File: src/rtl/mem_access.sv
// mem_access: memory-access pipeline stage downstream of execute.
//
// Purpose:
//   Non-memory bundles pass to writeback through one register stage.
//   Loads and stores issue one outstanding request on a valid/ready bus,
//   wait for the response, align/extend load data and present exactly one
//   writeback beat per instruction. Misaligned or illegal accesses skip the
//   bus and produce a faulting beat in the next cycle.
//
// Ports:
//   clk, rst             clock, synchronous active-high reset
//   in_*                 execute bundle (valid/ready handshake)
//   bus_req_*            word-aligned request (valid/ready handshake)
//   bus_rsp_*            response, exactly one per request
//   out_*                writeback beat (valid/ready handshake)
//
// Build option:
//   MEM_ACCESS_STATS_EN  adds saturating 32-bit counters stat_loads,
//                        stat_stores and stat_stall_cycles.
//
// States:
//   state  | meaning
//   IDLE   | can accept a bundle when the output slot is free or draining
//   REQ    | bus request presented, held stable until bus_req_ready
//   WAIT   | request accepted, waiting for bus_rsp_valid
module mem_access #(
  parameter int REG_WIDTH = 32,
  parameter int HART_W    = 1
) (
  input  logic                 clk,
  input  logic                 rst,
  input  logic                 in_valid,
  output logic                 in_ready,
  input  logic [HART_W-1:0]    in_hart_sel,
  input  logic                 in_mem_rd_en,
  input  logic                 in_mem_wr_en,
  input  logic [3:0]           in_mem_wr_ben,
  input  logic                 in_reg_wr_en,
  input  logic [1:0]           in_reg_wr_size,
  input  logic                 in_reg_wr_sign_ext,
  input  logic [4:0]           in_reg_wr_addr,
  input  logic [REG_WIDTH-1:0] in_lane_j,
  input  logic [REG_WIDTH-1:0] in_lane_k,
  output logic                 bus_req_valid,
  input  logic                 bus_req_ready,
  output logic [REG_WIDTH-1:0] bus_req_addr,
  output logic                 bus_req_we,
  output logic [3:0]           bus_req_ben,
  output logic [REG_WIDTH-1:0] bus_req_wdata,
  input  logic                 bus_rsp_valid,
  input  logic [REG_WIDTH-1:0] bus_rsp_rdata,
  input  logic                 bus_rsp_err,
  output logic                 out_valid,
  input  logic                 out_ready,
  output logic [HART_W-1:0]    out_hart_sel,
  output logic                 out_reg_wr_en,
  output logic [4:0]           out_reg_wr_addr,
  output logic [REG_WIDTH-1:0] out_reg_wr_data,
`ifdef MEM_ACCESS_STATS_EN
  output logic [31:0]          stat_loads,
  output logic [31:0]          stat_stores,
  output logic [31:0]          stat_stall_cycles,
`endif
  output logic                 out_fault
);

  if (REG_WIDTH != 32) begin : g_width_check
    $error("mem_access: only REG_WIDTH == 32 is supported");
  end

  typedef enum logic [1:0] {
    S_IDLE = 2'd0,
    S_REQ  = 2'd1,
    S_WAIT = 2'd2
  } state_t;

  state_t state, state_nxt;

  logic [1:0] off;
  logic       is_mem;
  logic       accept;
  logic [2:0] acc_bytes;
  logic       misaligned;
  logic       illegal;
  logic       fault_in;
  logic       rsp_done;

  // Context of the in-flight memory instruction.
  logic [HART_W-1:0] req_hart;
  logic              req_is_load;
  logic [1:0]        req_size;
  logic              req_sext;
  logic [1:0]        req_off;
  logic              req_wr_en;
  logic [4:0]        req_wr_addr;

  logic [REG_WIDTH-1:0] rsp_shifted;
  logic [REG_WIDTH-1:0] load_data;

  assign off      = in_lane_k[1:0];
  assign is_mem   = in_mem_rd_en | in_mem_wr_en;
  assign in_ready = ~rst & (state == S_IDLE) & (~out_valid | out_ready);
  assign accept   = in_valid & in_ready;
  assign rsp_done = (state == S_WAIT) & bus_rsp_valid;
  assign bus_req_valid = (state == S_REQ);

  // Access size in bytes; 0 marks an illegal size/byte-enable code.
  always_comb begin
    acc_bytes = 3'd0;
    if (in_mem_rd_en) begin
      case (in_reg_wr_size)
        2'd0:    acc_bytes = 3'd1;
        2'd1:    acc_bytes = 3'd2;
        2'd2:    acc_bytes = 3'd4;
        default: acc_bytes = 3'd0;
      endcase
    end else begin
      case (in_mem_wr_ben)
        4'b0001: acc_bytes = 3'd1;
        4'b0011: acc_bytes = 3'd2;
        4'b1111: acc_bytes = 3'd4;
        default: acc_bytes = 3'd0;
      endcase
    end
  end

  assign misaligned = ((acc_bytes == 3'd2) & off[0]) | ((acc_bytes == 3'd4) & (off != 2'd0));
  assign illegal    = (in_mem_rd_en & in_mem_wr_en) | (acc_bytes == 3'd0);
  assign fault_in   = is_mem & (misaligned | illegal);

  always_ff @(posedge clk) begin
    if (rst) state <= S_IDLE;
    else     state <= state_nxt;
  end

  always_comb begin
    state_nxt = state;
    case (state)
      S_IDLE:  if (accept & is_mem & ~fault_in) state_nxt = S_REQ;
      S_REQ:   if (bus_req_ready) state_nxt = S_WAIT;
      S_WAIT:  if (bus_rsp_valid) state_nxt = S_IDLE;
      default: state_nxt = S_IDLE;
    endcase
  end

  assign rsp_shifted = bus_rsp_rdata >> {req_off, 3'b000};

  always_comb begin
    load_data = rsp_shifted;
    case (req_size)
      2'd0:    load_data = {{(REG_WIDTH-8){req_sext & rsp_shifted[7]}}, rsp_shifted[7:0]};
      2'd1:    load_data = {{(REG_WIDTH-16){req_sext & rsp_shifted[15]}}, rsp_shifted[15:0]};
      default: load_data = rsp_shifted;
    endcase
  end

  always_ff @(posedge clk) begin
    if (rst) begin
      req_hart        <= '0;
      req_is_load     <= 1'b0;
      req_size        <= 2'd0;
      req_sext        <= 1'b0;
      req_off         <= 2'd0;
      req_wr_en       <= 1'b0;
      req_wr_addr     <= 5'd0;
      bus_req_addr    <= '0;
      bus_req_we      <= 1'b0;
      bus_req_ben     <= 4'd0;
      bus_req_wdata   <= '0;
      out_valid       <= 1'b0;
      out_hart_sel    <= '0;
      out_reg_wr_en   <= 1'b0;
      out_reg_wr_addr <= 5'd0;
      out_reg_wr_data <= '0;
      out_fault       <= 1'b0;
    end else begin
      if (out_valid & out_ready) out_valid <= 1'b0;

      if (accept & is_mem & ~fault_in) begin
        req_hart      <= in_hart_sel;
        req_is_load   <= in_mem_rd_en;
        req_size      <= in_reg_wr_size;
        req_sext      <= in_reg_wr_sign_ext;
        req_off       <= off;
        req_wr_en     <= in_reg_wr_en;
        req_wr_addr   <= in_reg_wr_addr;
        bus_req_addr  <= {in_lane_k[REG_WIDTH-1:2], 2'b00};
        bus_req_we    <= in_mem_wr_en;
        bus_req_ben   <= in_mem_wr_en ? (in_mem_wr_ben << off) : 4'b1111;
        bus_req_wdata <= in_mem_wr_en ? (in_lane_j << {off, 3'b000}) : '0;
      end

      // Non-memory and faulting bundles complete directly from the accept.
      if (accept & (~is_mem | fault_in)) begin
        out_valid       <= 1'b1;
        out_hart_sel    <= in_hart_sel;
        out_reg_wr_en   <= in_reg_wr_en & ~fault_in;
        out_reg_wr_addr <= in_reg_wr_addr;
        out_reg_wr_data <= fault_in ? '0 : in_lane_k;
        out_fault       <= fault_in;
      end

      // The output slot is guaranteed free here: nothing is accepted in REQ/WAIT.
      if (rsp_done) begin
        out_valid       <= 1'b1;
        out_hart_sel    <= req_hart;
        out_reg_wr_en   <= req_is_load & req_wr_en & ~bus_rsp_err;
        out_reg_wr_addr <= req_wr_addr;
        out_reg_wr_data <= (req_is_load & ~bus_rsp_err) ? load_data : '0;
        out_fault       <= bus_rsp_err;
      end
    end
  end

`ifdef MEM_ACCESS_STATS_EN
  always_ff @(posedge clk) begin
    if (rst) begin
      stat_loads        <= 32'd0;
      stat_stores       <= 32'd0;
      stat_stall_cycles <= 32'd0;
    end else begin
      if (rsp_done & ~bus_rsp_err & req_is_load & (stat_loads != 32'hFFFF_FFFF))
        stat_loads <= stat_loads + 32'd1;
      if (rsp_done & ~bus_rsp_err & ~req_is_load & (stat_stores != 32'hFFFF_FFFF))
        stat_stores <= stat_stores + 32'd1;
      if (in_valid & ~in_ready & (stat_stall_cycles != 32'hFFFF_FFFF))
        stat_stall_cycles <= stat_stall_cycles + 32'd1;
    end
  end
`endif

endmodule

File: config.mk
export PLATFORM = sky130hd
export DESIGN_NAME = mem_access
export DESIGN_NICKNAME = d
export VERILOG_FILES = /design/src/rtl/mem_access.sv
export SDC_FILE = /design/constraint.sdc
export NUM_CORES = 1
export LEC_CHECK = 0
export BUFFER_PORTS_ARGS = -buffer_cell sky130_fd_sc_hd__buf_4
export CELL_PAD_IN_SITES_DETAIL_PLACEMENT = 2
export CELL_PAD_IN_SITES_GLOBAL_PLACEMENT = 2
export CORE_UTILIZATION = 29
export CTS_CLUSTER_SIZE = 24
export DETAILED_ROUTE_END_ITERATION = 6
export GPL_TIMING_DRIVEN = 1
export PLACE_DENSITY = 0.84
export SETUP_SLACK_MARGIN = 0.02
export SYNTH_ARGS = -nofsm -noshare
export SYNTH_HDL_FRONTEND = slang
export SYNTH_SLANG_ARGS = --single-unit
File: constraint.sdc
create_clock -name clk -period 4.9 [get_ports clk]
set_input_delay 1.225 -clock clk [delete_from_list [all_inputs] [get_ports clk]]
set_output_delay 1.225 -clock clk [all_outputs]
set_load 0.05 [all_outputs]
# ---- Word-level counts from Yosys, hierarchy flattened
# Cells that the tools add are included.
dict set report word_totals {
  register_bits 123
  inputBits 119
  output_inout_bits 112
  wordCells 96
}
dict set report classes {
  eq_ne 13
  shift 3
  muxes 25
  bitwise 29
  n_reduce_logical 8
}
# cell count
set op_table {}
lappend op_table {{$mux 32} 5}
lappend op_table {{$pmux 32 s2} 1}
lappend op_table {{$shl 32x5->32} 1}
lappend op_table {{$shr 32x5->32} 1}
lappend op_table {{$and 1x1->1} 18}
lappend op_table {{$pmux 3 s3} 2}
lappend op_table {{$mux 5} 2}
lappend op_table {{$mux 1} 9}
lappend op_table {{$eq 2x1->1 const B} 3}
lappend op_table {{$logic_not 2->1} 3}
lappend op_table {{$mux 2} 3}
lappend op_table {{$or 1x1->1} 6}
lappend op_table {{$pmux 2 s3} 1}
lappend op_table {{$not 1->1} 5}
lappend op_table {{$eq 2x2->1 const B} 2}
lappend op_table {{$eq 4x1->1 const B} 1}
lappend op_table {{$eq 4x2->1 const B} 1}
lappend op_table {{$eq 4x4->1 const B} 1}
lappend op_table {{$mux 4} 1}
lappend op_table {{$ne 2x1->1 const B} 2}
lappend op_table {{$reduce_bool 2->1} 2}
lappend op_table {{$shl 4x2->4} 1}
lappend op_table {{$eq 3x2->1 const B} 1}
lappend op_table {{$eq 3x3->1 const B} 1}
lappend op_table {{5 further kinds} 5}

# ---- Longest topological paths before layout
# Gate-level depths: netlist (run 1).
dict set report depth {
  ltp_word 12
  mapped_depth 8
  mapped_depth_nobuf 5
}

# ---- Least setup slack after synthesis (run 1)
# OpenSTA, ideal clock, no wires.
dict set report synth_timing {
  kind {input to output}
  startpoint {in rst}
  endpoint {out in_ready}
  arrival_ns 3.211
  required_ns 3.675
  setup_slack_ns 0.464
  path_stages 3
  n_path_buf 2
  path_cell_list {clkbuf_1 -> clkbuf_1 -> nor4b_1}
}
dict set report synth_between {
  elab_chain_cells 3
}
# element line
set synth_lines {}
lappend synth_lines {{start: declaration} 31} ;# input logic rst,
lappend synth_lines {{$not 1->1} 102} ;# assign in_ready = ~rst & (state == S_IDLE) & (~out_valid | out_ready);
lappend synth_lines {{$and 1x1->1 (2 in a row)} 102}
lappend synth_lines {{end: declaration} 33} ;# output logic in_ready,
# Every way passes these cells.

# ---- Worst setup path in the final report (run 1)
dict set report layout_timing {
  startpoint {in in_lane_k[0]}
  endpoint {reg bus_req_addr[24]}
}
dict set report layout_between {
  elab_chain_cells 7
  elab_cells_between_ends 8
  classes_between {7 x bitwise; 1 x reduce/logical}
}
# element line
set layout_lines {}
lappend layout_lines {{start: declaration} 43} ;# input logic [REG_WIDTH-1:0] in_lane_k,
lappend layout_lines {{$reduce_bool 2->1} 127} ;# assign misaligned = ((acc_bytes == 3'd2) & off[0]) | ((acc_bytes == 3'd4) & (off != 2'd0));
lappend layout_lines {{$and 1x1->1} 127}
lappend layout_lines {{$or 1x1->1 (*)} 127}
lappend layout_lines {{$or 1x1->1 (*)} 129} ;# assign fault_in = is_mem & (misaligned | illegal);
lappend layout_lines {{$and 1x1->1 (*)} 129}
lappend layout_lines {{$not 1->1 (*)} 179} ;# if (accept & is_mem & ~fault_in) begin
lappend layout_lines {{$and 1x1->1 (*)} 179}
lappend layout_lines {{end signal: assignment} 187} ;# bus_req_addr <= {in_lane_k[REG_WIDTH-1:2], 2'b00};
lappend layout_lines {{end: declaration} 46} ;# output logic [REG_WIDTH-1:0] bus_req_addr,
# Mark *: on every way between the ends. The rest lies on a longest branch, timed or not.
# A chain may end at the register's enable or synchronous reset.

==> results of run 1 <==
layer usage:
| layer | GRT usage, % | share of wire, % |
|---|---|---|
| met5 | 0 | 0 |
| met4 | 8.02 | 2.5 |
| met3 | 7.44 | 6.6 |
| met2 | 41.1 | 48 |
| met1 | 29.6 | 43 |
cell families after synthesis:
group | count (synthesis) | synth area share (%)
flops | 123 | 40.9
mux | 51 | 8.80
buf+inv | 67 | 4.78
simple gates | 286 | 20.8
other cells | 1 | 0.0623
compound gates | 228 | 24.6
critical path, delay by kind of cell:
kind | cells | cell delay (ns)
AOI/OAI and AO/OA | 4 | 1.70
buffers and inverters | 2 | 0.87
and+or+nand+nor | 1 | 0.12
state kept, by name, summed over array words and instances (netlist names):
signal	cells
out_fault	1
req_size	2
out_hart_sel	1
state	2
req_hart	1
bus_req_we	1
out_valid	1
req_sext	1
out_reg_wr_en	1
req_wr_en	1
bus_req_ben	4
bus_req_wdata	32
req_wr_addr	5
bus_req_addr	30
out_reg_wr_addr	5
req_off	2
out_reg_wr_data	32
req_is_load	1
cells in the mapped netlist, types with 2 or more instances:
master                      instances
sky130_fd_sc_hd__o21bai_1           7
sky130_fd_sc_hd__a211o_1            2
sky130_fd_sc_hd__nor4_1             2
sky130_fd_sc_hd__o21ai_0           23
sky130_fd_sc_hd__mux2i_1           36
sky130_fd_sc_hd__a21oi_1          101
sky130_fd_sc_hd__clkbuf_1          40
sky130_fd_sc_hd__nand2b_1          16
sky130_fd_sc_hd__buf_4              3
sky130_fd_sc_hd__dfxtp_1          123
sky130_fd_sc_hd__o22a_1             8
sky130_fd_sc_hd__nor2b_1            5
sky130_fd_sc_hd__a31oi_1            8
sky130_fd_sc_hd__o2111ai_1          8
sky130_fd_sc_hd__a311oi_1          25
sky130_fd_sc_hd__nand3_1            8
sky130_fd_sc_hd__o21ai_1            2
sky130_fd_sc_hd__a211oi_1          10
sky130_fd_sc_hd__buf_2             20
sky130_fd_sc_hd__mux2_2            15
sky130_fd_sc_hd__nor3_1             4
sky130_fd_sc_hd__nor2_1            70
sky130_fd_sc_hd__a22oi_1           24
sky130_fd_sc_hd__inv_1              2
sky130_fd_sc_hd__nand2_1          168
sky130_fd_sc_hd__a2111oi_0          2
power by group through the flow:
| stage | clock [mW] | sequential [mW] | combinational [mW] |
|---|---|---|---|
| after floorplan | 0 | 1.18 | 0.162 |
| after global placement | 0 | 1.07 | 0.465 |
| after detailed placement | 0 | 1.08 | 0.474 |
| after CTS | 1.31 | 1.05 | 0.479 |
| after global routing | 1.35 | 1.06 | 0.505 |
| final | 1.28 | 1.05 | 0.477 |
cell type report:
class                      instances  area, µm²  share of cell area (%)
multi-input combinational        567       3280                    38.6
sequential                       123       2460                    29.0
timing repair buffer             238       1800                    21.2
clock buffer                      21        480                    5.66
tap                              270        338                    3.98
clock inverter                    10        116                    1.37
inverter                           3       11.3                   0.133
how the worst max path moves through the flow:
stage                  from                to  slack, ns
2_1_floorplan           rst          in_ready       0.46
3_3_place_gp   in_lane_k[0]   bus_req_addr[8]       1.07
3_5_place_dp   in_lane_k[0]  bus_req_addr[21]       0.91
4_1_cts        in_lane_k[0]  bus_req_addr[24]       1.32
5_1_grt        in_lane_k[0]  bus_req_addr[24]       1.12
6_report       in_lane_k[0]  bus_req_addr[24]       1.28
stage by stage:
step	std cells	instance area, µm²	hold WS [ns]
CTS	1232	8490	0.459
detailed placement	1201	7890	0.451
global placement	1201	7890	0.443
finish	1232	8490	0.457
floorplan	757	6020	0.437
global route	1232	8490	0.477
==> metrics, run 1 <==
Max VDD drop 0.226 mV; fill cell count 2339; post-synthesis instance total 756; worst setup path class in -> reg; final routed wire length divided by cell count between 20 and 25 µm; via density per instance 5.31; unrepaired setup endpoints after global routing no; Worst Reg2Reg Path Length in Cells 5; initial core utilization 29.6%; Rel. slew slack 21.8%; top-level port count 231; part of the power in combinational logic 17.0%; launch instance of the worst register-to-register path req_off[0]; number of antenna violations at the first check in global routing 0; switching fraction of total power 28.9%; number of pins with negative max-slew slack in the final report 0; diodes inserted 0; Endpoint, Worst Hold bus_req_addr[9]; Core Area 0.0203 mm²; reg-to-reg slack, setup 1.99 ns; total wire length after detailed routing roughly 26000 µm; number of enable flip-flop cells after synthesis 0; Die X around 150 µm; largest net degree at the start of global routing about 70; buffers inserted during post-CTS setup optimization 0; sum of overflow across all layers after global routing 0; final critical-path setup slack 1.28 ns; Final GP Congestion around 0.8; hold bufs inserted after CTS 0; Async S/R FF share, synth 0%; RR Endpoint out_reg_wr_data[14]; worst-case clock skew 0.0130 ns; worst slack at placement 0.908 ns; number of remaining DRC errors 0; largest cells by area after synthesis sky130_fd_sc_hd__dfxtp_1 (41%), sky130_fd_sc_hd__nand2_1 (10%), sky130_fd_sc_hd__a21oi_1 (8.4%), sky130_fd_sc_hd__mux2i_1 (6.0%), sky130_fd_sc_hd__nor2_1 (4.4%); input/output buffers ~230; layout overhead on the synthesized area 41.1%; wire length of the first global-routing pass about 40000 µm; series of cell instances along the critical path buf_4 -> a21oi_1 -> o21ai_1 -> a211o_2 -> buf_4 -> nand2_1 -> a21oi_1; share of final-layout standard cells stronger than drive strength 1 30.7%; power per standard cell area 332 mW/mm²; count of unique library cells instantiated by Yosys 50; power share of the clock group 45.6%; fraction of synthesized cell area taken by the top area cell type 40.9%; via count of the first global-routing pass approximately 6900; Slowest-stage cell, CP sky130_fd_sc_hd__a211o_2; outcome complete, no violations; CTS Root Cell sky130_fd_sc_hd__clkbuf_16; Setup Viol. Count Final 0; leading area contributor after synthesis sky130_fd_sc_hd__dfxtp_1; Final nets 1069; FF+latch count, synth around 120; cell leakage power 3.49 nW; portion of total power attributed to sequential cells a little under two fifths; number of hold violations in the final report 0; final-layout setup total negative slack 0 ns; post-cts sizing count 0; largest fanout on the critical path 51; HPWL after detailed placement 18800 µm; sequential area share after synthesis ~41%; Detail Route Antenna Nets 0; post-synthesis average cell area 7.96 µm²; buffer depth of the longest clock path 2; Crit. End Element flip-flop; GRT Util Overall between 20% and 30%; CTS sink cnt 123; clock slew at reported path FFs 0.06 ns; final worst path period share 73.9%; Die Outline Area approximately 0.021 mm²; startpoint of the most critical hold path bus_req_addr[9]; most common flop cell mapped by yosys sky130_fd_sc_hd__dfxtp_1; highest clock rate about 280 MHz; post-synthesis instance area 0.00602 mm²; Hold Path Cell Cnt 2; clock latency on the worst-skew pair 0.42 ns; critical path arrival approximately 4 ns; minimum period implied by the final worst setup slack 3.62 ns; floorplan die height 146 µm; leading cell types in the layout, fill and taps excluded sky130_fd_sc_hd__buf_4 (237), sky130_fd_sc_hd__nand2_1 (168), sky130_fd_sc_hd__dfxtp_1 (123); placement row count between 50 and 60; number of buffers created by CTS 17; clock tree from TritonCTS yes; switching power total approximately 810 µW; Hold WC Path Type reg -> reg; Critical Path Start Type input port; total power 2.81 mW; pin slew with the least headroom to its limit 1.16 ns; Critical Path RT 5.24 ns; most common cell after layout, fill and taps aside sky130_fd_sc_hd__buf_4; total number of vias 6548; violation count after the first detailed-routing iteration ~240; Int Power 2.00 mW; maximum single-stage delay on the critical path ~0.9 ns; maxcap violations 0; final core utilization 41.8%; number of synthesis warnings 0; Max H-tree Level 4; length of the first detailed-routing pass in iterations 5
Power figures use the tool's default switching activity.
==> run 2, diff against run 1 <==
ABC_AREA = 1   (was not set)
CORE_UTILIZATION = 23   (was 29)
PLACE_DENSITY = 0.75   (was 0.84)
clock period = 3.31 ns   (was 4.9 ns; I/O delays follow)
==> run 2 against run 1 <==
  * Clock power rose by 52%
  * Non-clock buffer count rose by 4
  * First-iteration DRC count rose by 61%
  * Final area rose by 12%
  * Cell count rose by 38%
  * Critical path depth fell by 4
  * Largest power group unchanged
  * Register-to-register slack got worse by 0.76 ns
==> metrics, run 2 <==
outcome complete, no violations; top-level port count 231; worst setup path class in -> out; Max H-tree Level 4; Hold WC Path Type reg -> reg; CTS Root Cell sky130_fd_sc_hd__clkbuf_16; wire length of the first global-routing pass approximately 45000 µm; sequential area share after synthesis 35.2%; clock tree from TritonCTS yes; layout overhead on the synthesized area 35.3%; count of unique library cells instantiated by Yosys 32; critical path arrival 1.55 ns; share of final-layout standard cells stronger than drive strength 1 23.6%; pin slew with the least headroom to its limit 0.919 ns; fill cell count 3660; portion of total power attributed to sequential cells between 30% and 40%; CTS sink cnt roughly 120; FF+latch count, synth 123; Crit. End Element primary output; clock latency on the worst-skew pair 0.42 ns; Core Area 0.0298 mm²; number of buffers created by CTS 17; Die Outline Area 0.0311 mm²; post-route cell area 0.00947 mm²; via count of the first global-routing pass 8232; Compound-Gate Fraction of Synth Area between 10% and 20%; Max VDD drop 0.336 mV; diodes inserted 0; final worst path period share 71.7%; leading area contributor after synthesis sky130_fd_sc_hd__dfxtp_1; cell leakage power around 4.7 nW; minimum period implied by the final worst setup slack 2.37 ns; clock slew at reported path FFs around 0.060 ns; final routed wire length divided by cell count 17.3 µm; cell with the most instances on the worst path sky130_fd_sc_hd__buf_4; buffer depth of the longest clock path 2; initial core utilization a little under a quarter; total power 4.57 mW; switching fraction of total power 33.6%; power share of the clock group 42.7%; power per standard cell area ~480 mW/mm²; Post-Synth XOR/XNOR Area 0%; post-synthesis instance total approximately 1100; number of synthesis warnings 0; Setup Viol. Count Final 0; hold bufs inserted after CTS 0; final-layout setup total negative slack 0 ns; most common cell in the synthesized netlist sky130_fd_sc_hd__nand2_1; post-synthesis instance area around 0.0070 mm²; worst-case clock skew roughly 0.012 ns; maximum single-stage delay on the critical path 0.24 ns; Final nets about 1400; number of hold violations in the final report 0; largest cells by area after synthesis sky130_fd_sc_hd__dfxtp_1 (35%), sky130_fd_sc_hd__nand2_1 (17%), sky130_fd_sc_hd__nor2_1 (9.3%), sky130_fd_sc_hd__o21ai_0 (6.2%), sky130_fd_sc_hd__nand3_1 (5.6%); number of remaining DRC errors 0; count of buffering cells on the critical path with inverters included 2; length of the first detailed-routing pass in iterations 4; maxcap violations 0; post-synthesis average cell area 6.23 µm²; multiplexer share of the synthesized area 0%; largest fanout on the critical path 36; Die X 176 µm; Async S/R FF share, synth 0%; total number of vias 7917; number of enable flip-flop cells after synthesis 0; Final GP Congestion roughly 0.86; Detail Route Antenna Nets 0; GRT Util Overall 18.9%; leading cell types by count after synthesis sky130_fd_sc_hd__nand2_1 (308), sky130_fd_sc_hd__nor2_1 (174), sky130_fd_sc_hd__dfxtp_1 (123), sky130_fd_sc_hd__inv_1 (100), sky130_fd_sc_hd__o21ai_0 (87); number of antenna violations at the first check in global routing 1; floorplan die height ~180 µm; leading cell types in the layout, fill and taps excluded sky130_fd_sc_hd__nand2_1 (308), sky130_fd_sc_hd__buf_4 (240), sky130_fd_sc_hd__nor2_1 (174); placement row count 63; number of pins with negative max-slew slack in the final report 0; final core utilization between 30% and 40%; sum of overflow across all layers after global routing 0; biggest registers after layout bus_req_wdata x32, out_reg_wr_data x32, bus_req_addr x30; Critical Path RT 2.48 ns; Critical Path Start Type input port; combinational family with the most area after synthesis simple AND/OR/NAND/NOR gates; input/output buffers between 200 and 250; highest clock rate approximately 420 MHz; HPWL after detailed placement 21000 µm; most common flop cell mapped by yosys sky130_fd_sc_hd__dfxtp_1; kind of cell with the highest combined delay on the critical path buffers and inverters; fraction of synthesized cell area taken by the top area cell type a little over a third; violation count after the first detailed-routing iteration 391; adder-cell share of the synthesized area 0%; post-cts sizing count 0; unrepaired setup endpoints after global routing no; via density per instance 4.65; series of cell instances along the critical path buf_4 -> nor3_1 -> buf_4; most common cell after layout, fill and taps aside sky130_fd_sc_hd__nand2_1; Slowest-stage cell, CP sky130_fd_sc_hd__buf_4; Rel. slew slack 38.7%; Area after DPL 0.00887 mm²; buffers inserted during post-CTS setup optimization 0; part of the power in combinational logic 22.4%; Int Power 3.04 mW; reg-to-reg slack, setup 1.23 ns; total wire length after detailed routing 29400 µm; largest net degree at the start of global routing 90; switching power total 1.54 mW; simple-gate portion of the synthesized area a little under two fifths
run 2: changes by cell type in the layout (fill, tap and decap cells not counted), sizes merged, moves of 16 or more:
| cell | change |
|---|---|
| a311oi | -25 |
| inv | +115 |
| a22oi | -24 |
| mux2i | -36 |
| o21ai | +63 |
| nand4 | +32 |
| nor2 | +109 |
| nand2b | -16 |
| a21oi | -37 |
| nand3 | +82 |
| o211ai | +22 |
| nand2 | +145 |
run 2: path summary, 6_finish.rpt:
check,from,endpoint,depth (start not counted)
setup / recovery,rst,in_ready,3
hold reg to reg,req_wr_addr[2],req_wr_addr[2],2
setup reg to reg,req_off[1],out_reg_wr_data[16],9
hold / removal,req_wr_addr[2],req_wr_addr[2],2
run 2: area by class of cell:
| type | count | area, µm² | area share [%] |
|---|---|---|---|
| multi-input cells | 800 | 3640 | 38.5 |
| clock buffers | 18 | 439 | 4.64 |
| inverters | 114 | 430 | 4.55 |
| repair buffers | 242 | 1840 | 19.5 |
| clock inverters | 14 | 160 | 1.69 |
| flip-flops and latches | 123 | 2460 | 26.0 |
| well taps | 390 | 488 | 5.16 |
run 2: cell families after synthesis:
group / count (synthesis)
simple gates: 620
buf+inv: 200
compound gates: 178
flops: 123
other cells: 1
run 2: power by group through the flow:
stage          sequential, mW  combinational [mW]  clock, mW
2_1_floorplan            1.85               0.441          0
3_3_place_gp             1.63                1.01          0
3_5_place_dp             1.63                1.03          0
4_1_cts                  1.60                1.04       2.02
5_1_grt                  1.61                1.12       2.09
6_report                 1.60                1.02       1.95
run 2: tightest hold or removal path: cells and delay by family (launching register included):
kind,cells,cell delay [ns]
flops,1,0.29
compound gates,1,0.05
buf+inv,1,0.06
run 2: per-stage QoR:
| stage | setup WS (ns) | hold slack, ns | instances |
|---|---|---|---|
| floorplan | 0.405 | 0.422 | 1123 |
| global placement | 0.638 | 0.436 | 1669 |
| detailed placement | 0.557 | 0.446 | 1669 |
| CTS | 0.936 | 0.456 | 1701 |
| global route | 0.827 | 0.486 | 1701 |
| finish | 0.937 | 0.451 | 1701 |
run 2: routing by layer:
layer / vias up / share of wire [%] / global-route usage (%)
met2: 181 / 48 / 32.8
met3: 22 / 5.0 / 3.94
met5: - / 0.044 / 0
li1: 3914 / - / -
met4: 2 / 1.0 / 4.06
met1: 3798 / 46 / 24.0
